**src/rtl/bram_port_arbiter.sv**
```systemverilog
// bram_port_arbiter: round-robin sharing of one block-RAM port among N
// valid/ready requesters. It tracks the RAM read latency (1 or 2 cycles) and
// steers each read result back to the requester that issued it.
module bram_port_arbiter #(
    parameter int N       = 4,
    parameter int DW      = 32,
    parameter int AW      = 10,
    parameter int LATENCY = 2
) (
    input  logic            i_clk,
    input  logic            i_rst,
    input  logic [N-1:0]    i_req_valid,
    output logic [N-1:0]    o_req_ready,
    input  logic [N-1:0]    i_req_write,
    input  logic [N*AW-1:0] i_req_addr,
    input  logic [N*DW-1:0] i_req_data,
    output logic [N-1:0]    o_rsp_valid,
    output logic [DW-1:0]   o_rsp_data,
    output logic            o_bram_en,
    output logic            o_bram_we,
    output logic [AW-1:0]   o_bram_addr,
    output logic [DW-1:0]   o_bram_din,
    input  logic [DW-1:0]   i_bram_dout,
    output logic            o_bram_regce,
    output logic            o_bram_rst
);

    localparam int IDW = (N > 1) ? $clog2(N) : 1;

    generate
        if ((LATENCY != 1) && (LATENCY != 2)) begin : g_bad_latency
            $error("bram_port_arbiter: LATENCY must be 1 or 2");
        end
    endgenerate

    logic [2:0]     r_ptr;
    logic           w_grant_any;
    logic [IDW-1:0] w_grant_id;
    logic [3:0]     w_ptr_next;
    logic           w_xfer_rd;

    // Response tracking pipeline: one {valid, id} entry per cycle of RAM latency.
    logic           r_pipe_vld [LATENCY];
    logic [IDW-1:0] r_pipe_id  [LATENCY];

    // Round-robin search: first valid requester at or after the pointer.
    // Walking the offsets downward lets the smallest offset win.
    always_comb begin : p_grant
        logic [3:0] idx;
        w_grant_any = 1'b0;
        w_grant_id  = '0;
        idx         = 4'd0;
        for (int k = N - 1; k >= 0; k--) begin
            idx = 4'(r_ptr) + 4'(k);
            if (idx >= 4'(N)) begin
                idx = idx - 4'(N);
            end else begin
                idx = idx;
            end
            if (i_req_valid[IDW'(idx)]) begin
                w_grant_any = 1'b1;
                w_grant_id  = IDW'(idx);
            end else begin
                w_grant_any = w_grant_any;
            end
        end
        if (i_rst) begin
            w_grant_any = 1'b0;
        end else begin
            w_grant_any = w_grant_any;
        end
    end

    // Pointer successor: one past the granted requester, wrapping at N.
    always_comb begin
        w_ptr_next = 4'(w_grant_id) + 4'd1;
        if (w_ptr_next >= 4'(N)) begin
            w_ptr_next = 4'd0;
        end else begin
            w_ptr_next = w_ptr_next;
        end
    end

    assign w_xfer_rd = w_grant_any & ~i_req_write[w_grant_id];

    // Round-robin pointer; moves only when a transfer happens.
    always_ff @(posedge i_clk) begin
        if (i_rst) begin
            r_ptr <= 3'd0;
        end else if (w_grant_any) begin
            r_ptr <= w_ptr_next[2:0];
        end else begin
            r_ptr <= r_ptr;
        end
    end

    // Command path: grant strobe and RAM pins driven from the granted slice.
    always_comb begin
        o_req_ready = '0;
        o_bram_en   = 1'b0;
        o_bram_we   = 1'b0;
        o_bram_addr = '0;
        o_bram_din  = '0;
        if (w_grant_any) begin
            o_req_ready[w_grant_id] = 1'b1;
            o_bram_en               = 1'b1;
            o_bram_we               = i_req_write[w_grant_id];
            o_bram_addr             = i_req_addr[int'(w_grant_id)*AW +: AW];
            o_bram_din              = i_req_data[int'(w_grant_id)*DW +: DW];
        end else begin
            o_bram_en = 1'b0;
        end
    end

    // Latency shift register; reset drops every read still in flight.
    always_ff @(posedge i_clk) begin
        if (i_rst) begin
            for (int i = 0; i < LATENCY; i++) begin
                r_pipe_vld[i] <= 1'b0;
                r_pipe_id[i]  <= '0;
            end
        end else begin
            r_pipe_vld[0] <= w_xfer_rd;
            r_pipe_id[0]  <= w_grant_id;
            for (int i = 1; i < LATENCY; i++) begin
                r_pipe_vld[i] <= r_pipe_vld[i-1];
                r_pipe_id[i]  <= r_pipe_id[i-1];
            end
        end
    end

    // Response steering: tail entry selects which requester sees the RAM data.
    always_comb begin
        o_rsp_valid = '0;
        o_rsp_data  = '0;
        if (r_pipe_vld[LATENCY-1] && !i_rst) begin
            o_rsp_valid[r_pipe_id[LATENCY-1]] = 1'b1;
            o_rsp_data                        = i_bram_dout;
        end else begin
            o_rsp_data = '0;
        end
    end

    assign o_bram_regce = 1'b1;
    assign o_bram_rst   = i_rst;

endmodule
```
**config.mk**
```make
export PLATFORM = sky130hd
export DESIGN_NAME = bram_port_arbiter
export DESIGN_NICKNAME = d
export VERILOG_FILES = /design/src/rtl/bram_port_arbiter.sv
export SDC_FILE = /design/constraint.sdc
export NUM_CORES = 1
export LEC_CHECK = 0
export ABC_AREA = 1
export CAP_MARGIN = 20
export CORE_AREA = 5 5 112 114
export CTS_BUF_LIST = sky130_fd_sc_hd__clkbuf_4 sky130_fd_sc_hd__clkbuf_8
export CTS_CLUSTER_DIAMETER = 60
export DETAILED_ROUTE_END_ITERATION = 16
export DIE_AREA = 0 0 117 119
export GPL_TIMING_DRIVEN = 0
export PLACE_DENSITY = 0.67
export SETUP_SLACK_MARGIN = 0.1
export SYNTH_ARGS = -nofsm -noshare
export SYNTH_HDL_FRONTEND = slang
export SYNTH_SLANG_ARGS = --single-unit
```
**constraint.sdc**
```tcl
create_clock -name i_clk -period 3.4 [get_ports i_clk]
set_input_delay 0.68 -clock i_clk [delete_from_list [all_inputs] [get_ports i_clk]]
set_output_delay 0.68 -clock i_clk [all_outputs]
set_load 0.01 [all_outputs]
```
==> impl_metrics.csv <==
group,metric,value,unit
cells_and_area,area_growth,136.2,%
worst_setup_path,startpoint_type,"primary input",
die,dieArea,0.01392,sq mm
synthesis,synth_edf_count,0,
synthesis,netlist_top_cells_area,"nand2_1 (34%), nor2_1 (19%), nand3_1 (18%), inv_1 (7.7%), dfxtp_1 (6.2%)",
worst_setup_path,cp.arrival,2.43,ns
synthesis,syn_area_per_cell,4.443,sq um
synthesis,ys_seq_area_share,6.184,%
grt,grt_pass1_wl,22.65,mm
detailed_routing,routed_wl,15.54,mm
die,io_pins,296,
clock_tree,cts_made_buffers,3,
synthesis,syn-cell-area,0.002590,sq mm
placed_design,gp_congestion,0.8612,
worst_setup_path,path_class,"in -> out",
synthesis,ys.flop_type,"dfxtp_1",
grt,grtUsageTotal,20.42,%
sta,maxSlewViolCount,0,
clock_tree,clk-insertion-delay-late,0.23,ns
sta,finalCritPeriodShare,91.36,%
sta,fin_crit,3.106,ns
cells_and_area,layout-drive-gt1-share,15.50,%
synthesis,yosys-top-cells-count,"nand2_1 (233), nor2_1 (129), nand3_1 (93)",
placed_design,io_buffer_count,294,
worst_setup_path,cp.required,2.72,ns
clock_tree,htree_levels,1,
cells_and_area,fillers,1220,
cells_and_area,finalInstanceArea,0.006117,sq mm
detailed_routing,dr.pass1.iters,6,
worst_hold_path,hp-class,"reg -> reg",
worst_setup_path,end_kind,"output port",
grt,antenna_found_initial,0,
synthesis,yosysWarnings,0,
die,die_h,119,um
power,p_leak,3.118,nW
run,maxCapViolCount,0,
grt,grt_max_degree,12,
clock_tree,clock-sinks,8,
synthesis,ys_async_sr_fraction,0,%
clock_tree,ctsHoldBuffers,0,
clock_tree,cts.clk_slew.worst_paths,0.04,ns
sta,max_freq,321.9,MHz
clock_tree,tritoncts,"built",
die,fp.dieW,117,um
cells_and_area,diodes,0,
sta,setup_viol,0,
detailed_routing,drc,0,
synthesis,synth_top_area_share,33.77,%
placed_design,placed_cell_area,0.005712,sq mm
cells_and_area,nets,1113,
synthesis,synth_cells,583,
worst_setup_path,worstPathMaxFanout,10,
synthesis,ys_types,22,
clock_tree,cts_buffer_depth,2,
sta,finalHoldViolations,0,
die,start_util,22.88,%
grt,grt_pass1_vias,4367,
synthesis,ys_seq_elements,8,
power,ir_worst_vdd,560.2,uV
clock_tree,clock-root-buffer,"clkbuf_8",
detailed_routing,vias,4574,
placed_design,dp.cells,1020,
sta,fin_skew,0.001375,ns
detailed_routing,postRouteAntennaNets,0,
grt,gr-total-overflow,0,
synthesis,yosys.area.top_type,"nand2_1",
detailed_routing,routedWlPerCell,14.94,um
detailed_routing,routed_via_density,4.398,
synthesis,synth_fp_nets,797,
die,num_rows,39,
detailed_routing,drt_iter0_drc,201,
synthesis,synth_most_common_cell,"nand2_1",
run_status,status,"finished clean",
die,core-area,0.01132,sq mm
placed_design,dp_hpwl,12.42,mm
power,p_per_area,910.5,mW/mm^2
sta,rsz0062_at_grt,"false",
cells_and_area,fin_cells,1040,
## repair_timing
action | in CTS | in global routing
gates resized for setup | 255 | 35
pin swaps | 11 | 12
endpoints found under the setup margin | 58 | 71
cloned | 4 | 2
buffers inserted | 11 | 1
## worst max-delay path: stages
cell             delay (ns)
clkdlybuf4s50_1        0.52
inv_1                  0.20
nand2_2                0.14
clkbuf_2               0.22
nor2_1                 0.11
clkdlybuf4s50_1        0.56
## cells by family after synthesis
group / after synthesis / share of synthesized area [%]
DFF: 8 / 6.183
other: 1 / 0.1448
AOI/OAI and AO/OA: 6 / 1.159
and+or+nand+nor: 466 / 73.57
xor gates and xnor gates: 1 / 0.3382
buffers and inverters: 97 / 16.67
adders and majority gates: 4 / 1.932
## layer usage
metal / track usage [%] / routed length, um / vias up
met5: 0 / 0 / -
met4: 4.373 / 337 / 0
met3: 4.260 / 1260 / 22
met2: 38.66 / 8006 / 168
met1: 22.99 / 5937 / 1984
li1: - / - / 2400
## stage by stage
step | setup slack (ns) | hold slack [ns] | total power [mW] | util, % | setup TNS, ns
after global placement | -0.6824 | 0.3907 | 4.732 | 50.45 | -23.91
final | 0.2937 | 0.3972 | 5.570 | 54.03 | 0
after global routing | 0.1471 | 0.4248 | 6.141 | 54.03 | 0
after detailed placement | -0.6969 | 0.3928 | 4.743 | 50.45 | -24.04
after floorplan | 0.7581 | 0.3883 | 2.873 | - | 0
after CTS | 0.01938 | 0.3984 | 5.374 | 52.85 | 0
## cells in the final DEF (no fill, tap or decap), drive strengths merged
cell type	instances
nand3	95
buf	87
dlygate4sd2	1
ha	4
inv	57
o21ai	4
a21oi	2
clkdlybuf4s15	3
nand4	1
dlymetal6s2s	4
xnor2	1
bufbuf	1
nand3b	1
nor3	5
clkbuf	15
conb	1
nor2	129
dfxtp	8
nand2	236
clkdlybuf4s50	242
## power by group
group | switching [mW] | internal, mW
Combinational | 2.93 | 2.36
Clock | 0.0375 | 0.0767
Sequential | 0.0312 | 0.132
Total | 3.00 | 2.57
## flip-flops by register name (all words and copies together) (netlist names)
register and count:
r_pipe_id 4, r_pipe_vld 2, r_ptr 2
## final cells by class
class	count	area (sq um)	area share (%)
Timing Repair Buffer	311	2977	48.66
Buffer	39	361.6	5.911
Multi-Input combinational cell	479	2175	35.55
Tap cell	143	178.9	2.925
Clock buffer	3	41.29	0.6750
Inverter	57	224.0	3.661
Sequential cell	8	160.2	2.618
## path summary, 6_finish.rpt
kind,start,end,slack [ns],cells after the start
worst max-delay path,i_rst,o_rsp_data[23],0.29,6
worst min-delay path,r_pipe_vld[0][0],r_pipe_vld[0][1],0.40,2
worst max register to register,r_ptr[0],r_ptr[1],1.31,11
worst min register to register,r_pipe_vld[0][0],r_pipe_vld[0][1],0.40,2
Note: power is estimated with default switching activity, not from simulation.
